[src/rtl/video_timing_if.sv]
// Raster timing bundle driven by the timing generator and consumed by the
// foreground/background pipelines, the object prefetch unit and the CPU IRQ path.
interface video_timing_if;
   logic       hsync_o;
   logic       vsync_o;
   logic       visible_o;
   logic       game_visible_o;
   logic [7:0] display_x_o;
   logic [7:0] display_y_o;
   logic       prefetch_start_o;
   logic [7:0] prefetch_y_o;
   logic       vblank_start_o;

   modport master (
      output hsync_o, vsync_o, visible_o, game_visible_o,
      output display_x_o, display_y_o,
      output prefetch_start_o, prefetch_y_o, vblank_start_o
   );

   modport slave (
      input hsync_o, vsync_o, visible_o, game_visible_o,
      input display_x_o, display_y_o,
      input prefetch_start_o, prefetch_y_o, vblank_start_o
   );
endinterface

[src/rtl/video_timing_prefetch.sv]
// Master raster timing: VGA counters, sync/visibility decode, game-space coordinates,
// scanline prefetch requests one display row ahead, and the vblank interrupt pulse.
module video_timing_prefetch #(
   parameter int H_ACTIVE = 640,
   parameter int H_FP     = 16,
   parameter int H_SYNC   = 96,
   parameter int H_BP     = 48,
   parameter int V_ACTIVE = 480,
   parameter int V_FP     = 10,
   parameter int V_SYNC   = 2,
   parameter int V_BP     = 33,
   parameter int H_OFFSET = 64,
   parameter int GAME_W   = 512
) (
   input  logic           gpu_clk,
   input  logic           rst_n,
   video_timing_if.master vid_o
);

   localparam int H_TOTAL = H_ACTIVE + H_FP + H_SYNC + H_BP;
   localparam int V_TOTAL = V_ACTIVE + V_FP + V_SYNC + V_BP;

   localparam logic [9:0] H_LAST     = 10'(H_TOTAL - 1);
   localparam logic [9:0] V_LAST     = 10'(V_TOTAL - 1);
   localparam logic [9:0] HS_BEG     = 10'(H_ACTIVE + H_FP);
   localparam logic [9:0] HS_END     = 10'(H_ACTIVE + H_FP + H_SYNC);
   localparam logic [9:0] VS_BEG     = 10'(V_ACTIVE + V_FP);
   localparam logic [9:0] VS_END     = 10'(V_ACTIVE + V_FP + V_SYNC);
   localparam logic [9:0] H_ACT      = 10'(H_ACTIVE);
   localparam logic [9:0] V_ACT      = 10'(V_ACTIVE);
   localparam logic [9:0] G_BEG      = 10'(H_OFFSET);
   localparam logic [9:0] G_END      = 10'(H_OFFSET + GAME_W);
   localparam logic [9:0] PF_ROW0_V  = 10'(V_TOTAL - 2);
   // Row r (r>=1) is requested on vcount 2(r-1); the last existing row is V_ACTIVE/2-1.
   localparam logic [9:0] PF_LAST_V  = 10'(V_ACTIVE - 4);

   // Raster position counters
   logic [9:0] h_q, h_d;
   logic [9:0] v_q, v_d;

   // Registered outputs
   logic       hsync_q, vsync_q, visible_q, game_visible_q;
   logic [7:0] display_x_q, display_y_q;
   logic       prefetch_start_q;
   logic [7:0] prefetch_y_q;
   logic       vblank_start_q;

   // Decode of the current position, registered on the next edge
   logic       hsync_c, vsync_c, visible_c, game_visible_c;
   logic [9:0] game_x_c;
   logic [7:0] display_x_c, display_y_c;
   logic       pf_hit_c;
   logic [7:0] pf_row_c;
   logic       vblank_c;

   always_comb begin
      h_d = (h_q == H_LAST) ? 10'd0 : h_q + 10'd1;
      v_d = v_q;
      if (h_q == H_LAST) begin
         v_d = (v_q == V_LAST) ? 10'd0 : v_q + 10'd1;
      end
   end

   always_comb begin
      hsync_c        = !((h_q >= HS_BEG) && (h_q < HS_END));
      vsync_c        = !((v_q >= VS_BEG) && (v_q < VS_END));
      visible_c      = (h_q < H_ACT) && (v_q < V_ACT);
      game_visible_c = visible_c && (h_q >= G_BEG) && (h_q < G_END);
      game_x_c       = h_q - G_BEG;
      display_x_c    = 8'(game_x_c >> 1);
      display_y_c    = 8'(v_q >> 1);
      vblank_c       = (h_q == 10'd0) && (v_q == V_ACT);
   end

   // prefetch_start_o is a fire-and-forget request with no ready return: the
   // consumer latches prefetch_y_o on the pulse, and the schedule leaves two full
   // lines between requests so the idle scanline buffer always finishes loading.
   always_comb begin
      pf_hit_c = (h_q == 10'd0) &&
                 ((v_q == PF_ROW0_V) || (!v_q[0] && (v_q <= PF_LAST_V)));
      pf_row_c = (v_q == PF_ROW0_V) ? 8'd0 : 8'(v_q >> 1) + 8'd1;
   end

   always_ff @(posedge gpu_clk or negedge rst_n) begin
      if (!rst_n) begin
         h_q              <= 10'd0;
         v_q              <= 10'd0;
         hsync_q          <= 1'b1;
         vsync_q          <= 1'b1;
         visible_q        <= 1'b0;
         game_visible_q   <= 1'b0;
         display_x_q      <= 8'd0;
         display_y_q      <= 8'd0;
         prefetch_start_q <= 1'b0;
         prefetch_y_q     <= 8'd0;
         vblank_start_q   <= 1'b0;
      end else begin
         h_q              <= h_d;
         v_q              <= v_d;
         hsync_q          <= hsync_c;
         vsync_q          <= vsync_c;
         visible_q        <= visible_c;
         game_visible_q   <= game_visible_c;
         prefetch_start_q <= pf_hit_c;
         vblank_start_q   <= vblank_c;
         // Coordinates freeze outside the game window so late consumers see the last pixel
         if (game_visible_c) begin
            display_x_q <= display_x_c;
            display_y_q <= display_y_c;
         end
         if (pf_hit_c) begin
            prefetch_y_q <= pf_row_c;
         end
      end
   end

   assign vid_o.hsync_o          = hsync_q;
   assign vid_o.vsync_o          = vsync_q;
   assign vid_o.visible_o        = visible_q;
   assign vid_o.game_visible_o   = game_visible_q;
   assign vid_o.display_x_o      = display_x_q;
   assign vid_o.display_y_o      = display_y_q;
   assign vid_o.prefetch_start_o = prefetch_start_q;
   assign vid_o.prefetch_y_o     = prefetch_y_q;
   assign vid_o.vblank_start_o   = vblank_start_q;

endmodule
[src/flat_wrapper.sv]
// flat-port wrapper written by rule: the top's interface ports become plain ports
module video_timing_prefetch_flat 
#(
   parameter int H_ACTIVE = 640,
   parameter int H_FP     = 16,
   parameter int H_SYNC   = 96,
   parameter int H_BP     = 48,
   parameter int V_ACTIVE = 480,
   parameter int V_FP     = 10,
   parameter int V_SYNC   = 2,
   parameter int V_BP     = 33,
   parameter int H_OFFSET = 64,
   parameter int GAME_W   = 512
)
  (gpu_clk, rst_n, vid_o_hsync_o, vid_o_vsync_o, vid_o_visible_o, vid_o_game_visible_o, vid_o_display_x_o, vid_o_display_y_o, vid_o_prefetch_start_o, vid_o_prefetch_y_o, vid_o_vblank_start_o);
  video_timing_if vid_o_i ();
  input  logic gpu_clk;
  input  logic rst_n;
  output wire logic [$bits(vid_o_i.hsync_o)-1:0] vid_o_hsync_o;
  output wire logic [$bits(vid_o_i.vsync_o)-1:0] vid_o_vsync_o;
  output wire logic [$bits(vid_o_i.visible_o)-1:0] vid_o_visible_o;
  output wire logic [$bits(vid_o_i.game_visible_o)-1:0] vid_o_game_visible_o;
  output wire logic [$bits(vid_o_i.display_x_o)-1:0] vid_o_display_x_o;
  output wire logic [$bits(vid_o_i.display_y_o)-1:0] vid_o_display_y_o;
  output wire logic [$bits(vid_o_i.prefetch_start_o)-1:0] vid_o_prefetch_start_o;
  output wire logic [$bits(vid_o_i.prefetch_y_o)-1:0] vid_o_prefetch_y_o;
  output wire logic [$bits(vid_o_i.vblank_start_o)-1:0] vid_o_vblank_start_o;
  assign vid_o_hsync_o = vid_o_i.hsync_o;
  assign vid_o_vsync_o = vid_o_i.vsync_o;
  assign vid_o_visible_o = vid_o_i.visible_o;
  assign vid_o_game_visible_o = vid_o_i.game_visible_o;
  assign vid_o_display_x_o = vid_o_i.display_x_o;
  assign vid_o_display_y_o = vid_o_i.display_y_o;
  assign vid_o_prefetch_start_o = vid_o_i.prefetch_start_o;
  assign vid_o_prefetch_y_o = vid_o_i.prefetch_y_o;
  assign vid_o_vblank_start_o = vid_o_i.vblank_start_o;
  video_timing_prefetch #(.H_ACTIVE(H_ACTIVE), .H_FP(H_FP), .H_SYNC(H_SYNC), .H_BP(H_BP), .V_ACTIVE(V_ACTIVE), .V_FP(V_FP), .V_SYNC(V_SYNC), .V_BP(V_BP), .H_OFFSET(H_OFFSET), .GAME_W(GAME_W)) u_core (.gpu_clk(gpu_clk), .rst_n(rst_n), .vid_o(vid_o_i));
endmodule
[config.mk]
export PLATFORM = sky130hd
export DESIGN_NAME = video_timing_prefetch_flat
export DESIGN_NICKNAME = d
export VERILOG_FILES = /design/src/rtl/video_timing_if.sv /design/src/rtl/video_timing_prefetch.sv /design/src/flat_wrapper.sv
export SDC_FILE = /design/constraint.sdc
export NUM_CORES = 1
export LEC_CHECK = 0
export ABC_AREA = 1
export CAP_MARGIN = 20
export CELL_PAD_IN_SITES_DETAIL_PLACEMENT = 2
export CELL_PAD_IN_SITES_GLOBAL_PLACEMENT = 2
export CORE_ASPECT_RATIO = 1.2
export CORE_UTILIZATION = 37
export CTS_BUF_LIST = sky130_fd_sc_hd__clkbuf_4
export DETAILED_ROUTE_END_ITERATION = 8
export GPL_ROUTABILITY_DRIVEN = 0
export PLACE_DENSITY_LB_ADDON = 0.1
export SETUP_SLACK_MARGIN = 0.2
export SLEW_MARGIN = 20
export SYNTH_ARGS = -nofsm -noshare
export SYNTH_HDL_FRONTEND = slang
export SYNTH_SLANG_ARGS = --single-unit
[constraint.sdc]
create_clock -name gpu_clk -period 3.9 [get_ports gpu_clk]
set_input_delay 0.78 -clock gpu_clk [delete_from_list [all_inputs] [get_ports gpu_clk]]
set_output_delay 0.78 -clock gpu_clk [all_outputs]
set_load 0.03 [all_outputs]
==> impl_metrics.env <==
export IMPL_status="finished, final reports clean"
export IMPL_dr_pass1_iters=4
export IMPL_fp_row_count=33
export IMPL_fin_crit_ns=2.370
export IMPL_drc=0
export IMPL_maxCapViolations=0
export IMPL_clock_sinks=50
export IMPL_fin_util_pct=44.47
export IMPL_diodes=0
export IMPL_synth_cells=318
export IMPL_slew_violations=0
export IMPL_final_layout_size_suffix_gt1_share_pct=6.286
export IMPL_cts_reportedPaths_clkPinSlew_ns=0.18
export IMPL_dieArea_um2=7482
export IMPL_cp_cell_sequence="clkdlybuf4s50_1"
export IMPL_synth_adder_area_share_pct=4.737
export IMPL_cts_resized_gates=0
export IMPL_crit_type="flip-flop to output pin"
export IMPL_pwr_share_seq_pct=65.4
export IMPL_grt_ovfl_total=0
export IMPL_cts_htree_levels=2
export IMPL_ys_async_sr_fraction_pct=100.0
export IMPL_core_um2=6854
export IMPL_routed_wl_um=7087
export IMPL_cpLargestDelayFamily="buffers and inverters"
export IMPL_rsz0062_at_grt="false"
export IMPL_postCtsSetupBuffers=0
export IMPL_numCtsBuffers=5
export IMPL_placed_cells=429
export IMPL_synthMuxAreaShare_pct=0
export IMPL_syn_num_nets=330
export IMPL_clock_latency_ns=0.40
export IMPL_die_w_um=79.13
export IMPL_synthToLayoutAreaGrowth_pct=15.40
export IMPL_synth_most_common_cell="nand2_1"
export IMPL_hold_path_class="primary input to async pin"
export IMPL_critPathLaunchType="flip-flop"
export IMPL_max_slew_margin_pct=46.34
export IMPL_hpwl_um=5411
export IMPL_synth_seq_area_share_pct=47.47
export IMPL_synth_warnings=0
export IMPL_vias_per_cell=5.110
export IMPL_p_switching_uw=197.1
export IMPL_synth_main_ff_cell="dfrtp_1"
export IMPL_synth_top_cell_area_share_pct=45.48
export IMPL_num_vias=2233
export IMPL_pwr_share_clk_pct=33.2
export IMPL_drt_iter0_drc=76
export IMPL_finalSetupViolCount=0
export IMPL_cts_tree="done"
export IMPL_fin_setup_tns_ns=0
export IMPL_initial_core_util_pct=38.54
export IMPL_synth_area_leader_cell="dfrtp_1"
export IMPL_yosys_register_bits=50
export IMPL_crit_path_end_kind="output pin"
export IMPL_synthTopCellsByCount="nand2_1, dfrtp_1, nand3_1"
export IMPL_fin_crit_sh_pct=60.77
export IMPL_power_leakage_uw=0.001533
export IMPL_fin_skew_ns=0.02964
export IMPL_antenna_found_initial=0
export IMPL_pwr_share_comb_pct=1.4
export IMPL_layout_cells_non_filler=437
export IMPL_synth_xor_area_share_pct=4.974
export IMPL_synth_simple_area_share_pct=31.22
export IMPL_worst_path_buf_inv=1
export IMPL_multiInputGateArea_um2=1174
export IMPL_cpPeakStageDelay_ns=0.66
export IMPL_power_density_nw_per_um2=260.3
export IMPL_cp_required_ns=3.12
export IMPL_synthDistinctLibCells=29
export IMPL_slowest_stage="clkdlybuf4s50_1"
export IMPL_power_total_uw=793.4
export IMPL_synth_edf_count=0
export IMPL_crit_fanout=1
export IMPL_crit_arrival_ns=1.59
export IMPL_peakVddDrop_mv=0.1164
export IMPL_seqCellArea_um2=1254
export IMPL_netlist_area_um2=2641
export IMPL_io_buffers=31
export IMPL_ant_nets=0
export IMPL_fmax_ghz=0.4219
export IMPL_worst_pin_slew_ns=0.8022
export IMPL_intPower_uw=596.3
export IMPL_netSwitchingFraction_pct=24.84
export IMPL_fillers=793
export IMPL_ctsHoldBuffers=0
export IMPL_grt_max_degree=34
export IMPL_wire_per_inst_um=16.22
export IMPL_ctsRootBufferMaster="clkbuf_4"
export IMPL_synthTopCellsByArea="dfrtp_1, nand2_1, nand3_1, inv_1, ha_1"
export IMPL_synth_area_per_cell_um2=8.306
export IMPL_grt_pass1_vias=2464
export IMPL_synth_compound_area_share_pct=3.505
export IMPL_fin_nets=361
export IMPL_io_pins=32
export IMPL_hold_violations=0
export IMPL_grt_pass1_wl_um=11810
export IMPL_grtUsageTotal_pct=20.93
export IMPL_die_h_um=94.56
export IMPL_synth_top_family_by_area="simple AND/OR/NAND/NOR gates"
export IMPL_max_clock_path_buffers=2
[power groups by stage]
stage	clock network, uW	registers [uW]	logic (uW)
floorplan	0	528	0.000762
global placement	0	528	12.2
detailed placement	0	528	12.3
CTS	275	519	12.3
global route	289	519	13.4
finish	263	519	11.3
[path summary, 6_finish.rpt]
kind / start / end / slack (ns) / cells after the start
worst max-delay path: u_core.vid_o.vsync_o$_DFF_PN1_ / vid_o_vsync_o / 1.53 / 1
worst min register to register: u_core.vid_o.display_y_o[5]$_DFFE_PN0P_ / u_core.vid_o.display_y_o[5]$_DFFE_PN0P_ / 0.49 / 2
min in group gpu_clk: u_core.vid_o.display_y_o[5]$_DFFE_PN0P_ / u_core.vid_o.display_y_o[5]$_DFFE_PN0P_ / 0.49 / 2
worst max register to register: u_core.h_q[6]$_DFF_PN0_ / u_core.h_q[6]$_DFF_PN0_ / 1.70 / 7
max in group asynchronous: rst_n / u_core.vid_o.vsync_o$_DFF_PN1_ / 2.66 / 2
worst min-delay path: rst_n / u_core.vid_o.display_y_o[6]$_DFFE_PN0P_ / 0.43 / 1
[kinds of logic (layout without fill, tap and decap cells)]
| family | Yosys count | count (layout) |
|---|---|---|
| AO/OA/AOI/OAI | 15 | 15 |
| XOR/XNOR | 15 | 15 |
| adder cells (fa/ha/maj) | 10 | 10 |
| buffers and inverters | 44 | 76 |
| flip-flops | 50 | 50 |
| AND/OR/NAND/NOR | 184 | 184 |
[registers in the layout (all words and copies together) (netlist names)]
register	count
u_core.vid_o.visible_o	1
u_core.v_q	10
u_core.vid_o.vblank_start_o	1
u_core.vid_o.prefetch_y_o	8
u_core.vid_o.vsync_o	1
u_core.vid_o.display_x_o	8
u_core.vid_o.game_visible_o	1
u_core.vid_o.hsync_o	1
u_core.vid_o.prefetch_start_o	1
u_core.h_q	10
u_core.vid_o.display_y_o	8
[metrics by stage]
stage                     area, um^2  setup slack [ns]  hold slack, ns
final                           3048             1.530          0.4254
after global routing            3048             1.422          0.4576
after CTS                       3048             1.517          0.4415
after detailed placement        2984             1.695          0.4610
after global placement          2984             1.817          0.4524
after floorplan                 2641             2.351          0.4717
[placed cells by master (no fill, tap or decap), types with 2 or more instances in the layout]
cell,n
dfstp_2,2
nor3_1,5
o21ai_0,8
nand2_2,2
inv_1,36
nand3_2,2
xor2_1,14
nand3_1,42
a21oi_1,4
ha_1,10
clkbuf_4,5
nand4_1,5
dfrtp_1,48
clkdlybuf4s50_1,30
inv_6,2
nand2_4,2
nand2_1,92
nor2_1,28
[cell type report]
| type | count | area share [%] |
|---|---|---|
| tap | 87 | 3.571 |
| clock inverter | 3 | 0.8621 |
| multi-input combinational | 224 | 38.51 |
| clock buffer | 5 | 1.232 |
| sequential | 50 | 41.13 |
| inverter | 36 | 4.434 |
| timing repair buffer | 32 | 10.26 |
[routing by layer]
layer	up-vias	GRT usage (%)	share of wire, %
met5	-	0	0
met4	0	7.121	1.9
met3	9	3.575	2.2
met2	33	42.31	57
met1	1130	21.07	38
li1	1061	-	-
(Power assumes the default switching activity.)
